$ cat config.mk
export PLATFORM = sky130hd
export DESIGN_NAME = regfile_write_sequencer
export DESIGN_NICKNAME = d
export VERILOG_FILES = /design/src/rtl/mips_rf_pkg.sv /design/src/rtl/rf_wb_fifo.sv /design/src/rtl/regfile_write_sequencer.sv
export SDC_FILE = /design/constraint.sdc
export NUM_CORES = 1
export LEC_CHECK = 0
export ABC_AREA = 1
export BUFFER_PORTS_ARGS = -buffer_cell sky130_fd_sc_hd__buf_2
export CORE_AREA = 10 10 133 135
export DETAILED_ROUTE_END_ITERATION = 10
export DIE_AREA = 0 0 143 145
export GPL_TIMING_DRIVEN = 0
export PLACE_DENSITY = 0.82
export SETUP_SLACK_MARGIN = 0.2
export SYNTH_ARGS = -nofsm -noshare
export SYNTH_HDL_FRONTEND = slang
export SYNTH_HIERARCHICAL = 1
export SYNTH_SLANG_ARGS = --single-unit
$ cat constraint.sdc
create_clock -name clk -period 5.3 [get_ports clk]
set_input_delay 0.795 -clock clk [delete_from_list [all_inputs] [get_ports clk]]
set_output_delay 0.795 -clock clk [all_outputs]
set_load 0.01 [all_outputs]
$ cat src/rtl/mips_rf_pkg.sv
// Shared register-file definitions: address/data widths, the zero register and the write-entry payload.
package mips_rf_pkg;

  localparam int unsigned REG_ADDR_W = 5;
  localparam int unsigned REG_DATA_W = 32;

  localparam logic [REG_ADDR_W-1:0] REG_ZERO = 5'd0;

  typedef struct packed {
    logic [REG_ADDR_W-1:0] addr;
    logic [REG_DATA_W-1:0] data;
  } wb_entry_t;

endpackage

$ cat src/rtl/rf_wb_fifo.sv
// Synchronous FIFO of register write entries; simultaneous push and pop are allowed when full.
module rf_wb_fifo
  import mips_rf_pkg::*;
#(
  parameter int unsigned DEPTH = 4
) (
  input  logic      clk,
  input  logic      rst_n,
  input  logic      push,
  input  wb_entry_t push_data,
  input  logic      pop,
  output wb_entry_t pop_data,
  output logic      full,
  output logic      empty
);

  localparam int unsigned PTR_W = $clog2(DEPTH);
  localparam int unsigned CNT_W = PTR_W + 1;

  wb_entry_t          mem [DEPTH];
  logic [PTR_W-1:0]   wr_ptr;
  logic [PTR_W-1:0]   rd_ptr;
  logic [CNT_W-1:0]   count;

  // Payload storage needs no reset; validity is tracked by count.
  always_ff @(posedge clk) begin
    if (push) begin
      mem[wr_ptr] <= push_data;
    end
  end

  always_ff @(posedge clk or negedge rst_n) begin
    if (!rst_n) begin
      wr_ptr <= '0;
      rd_ptr <= '0;
      count  <= '0;
    end else begin
      if (push) wr_ptr <= wr_ptr + PTR_W'(1);
      if (pop)  rd_ptr <= rd_ptr + PTR_W'(1);
      count <= count + CNT_W'(push) - CNT_W'(pop);
    end
  end

  assign pop_data = mem[rd_ptr];
  assign full     = (count == CNT_W'(DEPTH));
  assign empty    = (count == '0);

endmodule

$ cat src/rtl/regfile_write_sequencer.sv
// Sole writer of the GPR write port: arbitrates the WB stage against buffered long-latency results.
// Optional same-cycle read bypass ports are enabled with RF_BYPASS_EN.
module regfile_write_sequencer
  import mips_rf_pkg::*;
#(
  parameter int unsigned FIFO_DEPTH   = 4,
  parameter int unsigned STARVE_LIMIT = 3
) (
  input  logic                  clk,
  input  logic                  rst_n,
  input  logic                  wb_valid,
  input  logic [REG_ADDR_W-1:0] wb_addr,
  input  logic [REG_DATA_W-1:0] wb_data,
  output logic                  wb_stall,
  input  logic                  lu_valid,
  output logic                  lu_ready,
  input  logic [REG_ADDR_W-1:0] lu_addr,
  input  logic [REG_DATA_W-1:0] lu_data,
  output logic [REG_ADDR_W-1:0] Rd_addr,
  output logic [REG_DATA_W-1:0] Rd_data,
  output logic                  RegWrite,
  output logic                  fifo_empty
`ifdef RF_BYPASS_EN
  ,
  input  logic [REG_ADDR_W-1:0] byp_rs_addr,
  input  logic [REG_ADDR_W-1:0] byp_rt_addr,
  output logic                  byp_rs_hit,
  output logic                  byp_rt_hit,
  output logic [REG_DATA_W-1:0] byp_rs_data,
  output logic [REG_DATA_W-1:0] byp_rt_data
`endif
);

  localparam int unsigned STARVE_W = (STARVE_LIMIT < 1) ? 1 : $clog2(STARVE_LIMIT + 1);

  wb_entry_t           push_entry;
  wb_entry_t           head;
  logic                full;
  logic                empty;
  logic                push;
  logic                pop;
  logic                force_pop;
  logic                wb_req;
  logic                wb_take;
  logic [STARVE_W-1:0] starve_cnt;

  assign push_entry = '{addr: lu_addr, data: lu_data};

  rf_wb_fifo #(
    .DEPTH (FIFO_DEPTH)
  ) u_fifo (
    .clk       (clk),
    .rst_n     (rst_n),
    .push      (push),
    .push_data (push_entry),
    .pop       (pop),
    .pop_data  (head),
    .full      (full),
    .empty     (empty)
  );

  // Arbitration: a starved FIFO head beats the pipeline, otherwise the pipeline has priority.
  always_comb begin
    force_pop = (starve_cnt == STARVE_W'(STARVE_LIMIT)) && !empty;
    wb_req    = wb_valid && (wb_addr != REG_ZERO);
    pop       = force_pop || (!wb_req && !empty);
    wb_take   = wb_req && !force_pop;
    wb_stall  = wb_req && force_pop;
    lu_ready  = !full || pop;
    push      = lu_valid && lu_ready && (lu_addr != REG_ZERO);
  end

  always_ff @(posedge clk or negedge rst_n) begin
    if (!rst_n) begin
      starve_cnt <= '0;
    end else if (pop) begin
      starve_cnt <= '0;
    end else if (wb_take && !empty && (starve_cnt != STARVE_W'(STARVE_LIMIT))) begin
      starve_cnt <= starve_cnt + STARVE_W'(1);
    end
  end

  // Registered write port; address/data hold their last value when idle.
  always_ff @(posedge clk or negedge rst_n) begin
    if (!rst_n) begin
      RegWrite <= 1'b0;
      Rd_addr  <= '0;
      Rd_data  <= '0;
    end else begin
      RegWrite <= pop || wb_take;
      if (pop) begin
        Rd_addr <= head.addr;
        Rd_data <= head.data;
      end else if (wb_take) begin
        Rd_addr <= wb_addr;
        Rd_data <= wb_data;
      end
    end
  end

  assign fifo_empty = empty;

`ifdef RF_BYPASS_EN
  // Forward the in-flight write to same-cycle register file reads.
  always_comb begin
    byp_rs_hit  = RegWrite && (Rd_addr == byp_rs_addr) && (byp_rs_addr != REG_ZERO);
    byp_rt_hit  = RegWrite && (Rd_addr == byp_rt_addr) && (byp_rt_addr != REG_ZERO);
    byp_rs_data = byp_rs_hit ? Rd_data : '0;
    byp_rt_data = byp_rt_hit ? Rd_data : '0;
  end
`endif

endmodule

==> impl_metrics.env <==
export IMPL_hold_depth=2
export IMPL_cts_tree="done"
export IMPL_fin_nets=1093
export IMPL_start_util_pct=59.31
export IMPL_dp_hpwl_mm=15.50
export IMPL_htree_levels=4
export IMPL_status="finished clean"
export IMPL_synth_seq_area_share_pct=63.04
export IMPL_min_delay_start="Rd_data[27]"
export IMPL_regToRegSetupSlack_ns=2.41
export IMPL_first_pass_iters=5
export IMPL_ys_types=24
export IMPL_hold_end="Rd_data[27]"
export IMPL_drtAntennaViolNets=0
export IMPL_worstMarginPinSlew_ns=1.179
export IMPL_dieArea_um2=20740
export IMPL_grt_pass1_wl_mm=36.12
export IMPL_critPathMaxFanout=10
export IMPL_max_cap_viol_count=0
export IMPL_start_kind="flip-flop"
export IMPL_wl_met1_mm=8.975
export IMPL_drt_iter0_markers=972
export IMPL_fin_util_pct=69.50
export IMPL_p_leak_nw=4.966
export IMPL_place_ws_ns=1.883
export IMPL_finalHoldViolCount=0
export IMPL_nFillCells=1031
export IMPL_port_buffer_count=118
export IMPL_die_w_um=143
export IMPL_syn_to_final_growth_pct=17.18
export IMPL_slowest_stage="clkbuf_1"
export IMPL_avgSynthCellArea_um2=10.28
export IMPL_setup_viol=0
export IMPL_ctsResizeCount=0
export IMPL_antenna_found_initial=2
export IMPL_drive_gt1_share_pct=22.35
export IMPL_io_pins=119
export IMPL_path_delay_family="buffers and inverters"
export IMPL_power_density_nw_per_um2=551.1
export IMPL_overflow=0
export IMPL_clock_sinks=195
export IMPL_vias_per_cell=5.598
export IMPL_vdd_drop_max_v=0.0003628
export IMPL_die_h_um=145
export IMPL_route_met2_wl_mm=11.54
export IMPL_ys_ff_latch=195
export IMPL_post_route_min_period_ns=3.132
export IMPL_rsz0062_at_grt="false"
export IMPL_critical_path_class="reg2out"
export IMPL_r2r_start="u_fifo/count[2]"
export IMPL_syn_nets=953
export IMPL_clk_path_buf_depth=2
export IMPL_numCtsBuffers=17
export IMPL_clk_pin_slew_ns=0.07
export IMPL_final_max_slew_violation_count=0
export IMPL_num_vias=6774
export IMPL_holdBufCountCts=0
export IMPL_placed_cells_incl_taps=1176
export IMPL_reg2reg_to="u_fifo/mem[3][10]"
export IMPL_synth_edff_count=148
export IMPL_wirelength_mm=23.65
export IMPL_endpoint_kind="output port"
export IMPL_clock_root_buffer="clkbuf_16"
export IMPL_synth_flop_cell="edfxtp_1"
export IMPL_post_cts_buffers=0
export IMPL_routedWlPerCell_um=19.55
export IMPL_skew_ns=0.009850
export IMPL_clk_latency_ns=0.44
export IMPL_synthesis_area_um2=8916
export IMPL_critPathArrivalTime_ns=2.34
export IMPL_crit_path_frequent_cell="buf_2"
export IMPL_power_mw=5.758
export IMPL_wl_met3_mm=2.348
export IMPL_cp_cell_sequence="nor3_1 > buf_2 > inv_2 > nand2_2 > clkbuf_1 > nor2_1 > buf_2"
export IMPL_postSynthCellCount=867
export IMPL_crit_required_ns=4.51
export IMPL_drc=0
export IMPL_final_cells=1210
export IMPL_reg2reg_depth=11
export IMPL_ys_async_sr_fraction_pct=24.10
export IMPL_yosys_warnings=6
export IMPL_path_buf_inv=4
export IMPL_core_area_um2=15030
export IMPL_clock_fmax_mhz=319.3
export IMPL_finalCritPeriodShare_pct=59.10
export IMPL_grt_max_degree=48
export IMPL_relSlewSlack_pct=21.39
export IMPL_setup_slack_ns=2.168
export IMPL_rows=45
export IMPL_fin_setup_tns_ns=0
export IMPL_topRoutingLayerUsed="met4"
export IMPL_grt_pass1_vias=6748
export IMPL_grt_total_usage_pct=22.61
export IMPL_cpPeakStageDelay_ns=0.52
export IMPL_hold_class="reg2reg"
export IMPL_place_congestion=0.7895
-- worst register-to-register path: stages, from the launching register on --
cell and delay (ns):
dfrtp_1 0.39, nor3_1 0.09, buf_2 0.16, inv_2 0.07, nand2_2 0.08, nand3_4 0.10
buf_12 0.14, nand2_1 0.09, a21oi_1 0.22, clkbuf_1 0.29, nand2_1 0.12, inv_2 0.72
-- report_power, final --
part	internal (mW)	switching (mW)
combinational	0.717	1.42
clock	0.840	0.557
sequential	2.07	0.152
-- layout make-up --
cell class              count  area (um2)  share of cell area (%)
multi-input cells         452        2302                   22.04
well taps                 188       235.2                   2.252
plain buffers              55       374.1                   3.581
repair buffers            121       650.6                   6.228
clock buffers              20       436.7                   4.180
clock inverters            12       203.9                   1.952
flip-flops and latches    195        5620                   53.80
diodes                      2       5.005                 0.04790
inverters                 165       619.3                   5.928
-- worst max path at each step --
| stage | start | endpoint | slack (ns) | cells after the start |
|---|---|---|---|---|
| 2_1_floorplan | wb_addr[2] | u_fifo/mem[1][0] | 2.31 | 10 |
| 3_3_place_gp | wb_addr[2] | u_fifo/mem[0][7] | 1.39 | 11 |
| 3_5_place_dp | wb_addr[2] | u_fifo/mem[3][10] | 1.88 | 11 |
| 4_1_cts | u_fifo/count[1] | wb_stall | 2.20 | 7 |
| 5_1_grt | u_fifo/count[1] | wb_stall | 2.08 | 7 |
| 6_report | u_fifo/count[1] | wb_stall | 2.17 | 7 |
-- layer usage --
layer / vias to the layer above / track usage [%]
li1: 3112 / -
met1: 3206 / 27.35
met2: 393 / 36.53
met3: 63 / 5.574
met4: 0 / 11.71
met5: - / 0
-- cell usage in the layout, fill, tap and decap left out, types with 4 or more instances in the layout --
master     count
nand2_1      201
inv_1        159
nand3_1      157
edfxtp_1     148
buf_2        139
dfrtp_1       47
nand4_1       36
nand3_2       31
clkbuf_1      18
clkbuf_16     17
buf_6         10
nor2_1         8
ha_1           7
inv_2          6
buf_4          6
buf_12         5
bufinv_16      5
xor2_1         4
-- Yosys cell counts (2+ instances only) --
library cell | n | share of area, %
buf_12 | 2 | 0.45
buf_2 | 21 | 1.2
buf_4 | 6 | 0.51
buf_6 | 10 | 1.3
clkbuf_1 | 15 | 0.63
dfrtp_1 | 47 | 13
edfxtp_1 | 148 | 50
ha_1 | 7 | 0.98
inv_1 | 163 | 6.9
inv_2 | 2 | 0.084
nand2_1 | 201 | 8.5
nand3_1 | 157 | 8.8
nand3_2 | 31 | 3.5
nand4_1 | 36 | 2.5
nor2_1 | 8 | 0.34
o21ai_0 | 2 | 0.11
xor2_1 | 4 | 0.39
-- cell families (layout without fill, tap and decap cells) --
| family | after synthesis | after routing | synth area share [%] |
|---|---|---|---|
| other cells | 0 | 2 | 0 |
| mux | 1 | 1 | 0.1123 |
| buf+inv | 220 | 373 | 11.14 |
| fa+ha+maj | 8 | 8 | 1.207 |
| xor+xnor | 4 | 4 | 0.3929 |
| flops | 195 | 195 | 63.04 |
| simple gates | 436 | 436 | 23.94 |
| compound gates | 3 | 3 | 0.1683 |
-- sequential cells by signal, indices dropped and copies added, names as in the netlist --
| register | cells |
|---|---|
| Rd_data | 32 |
| RegWrite | 1 |
| u_fifo/count | 3 |
| u_fifo/rd_ptr | 2 |
| Rd_addr | 5 |
| u_fifo/wr_ptr | 2 |
| u_fifo/mem | 148 |
| starve_cnt | 2 |
-- through the flow --
stage / instance area [um2] / hold WS [ns]
global placement: 9742 / 0.5076
finish: 10450 / 0.5227
CTS: 10440 / 0.5290
global route: 10450 / 0.5559
detailed placement: 9802 / 0.5118
floorplan: 8916 / 0.4915
(Power assumes the default switching activity.)
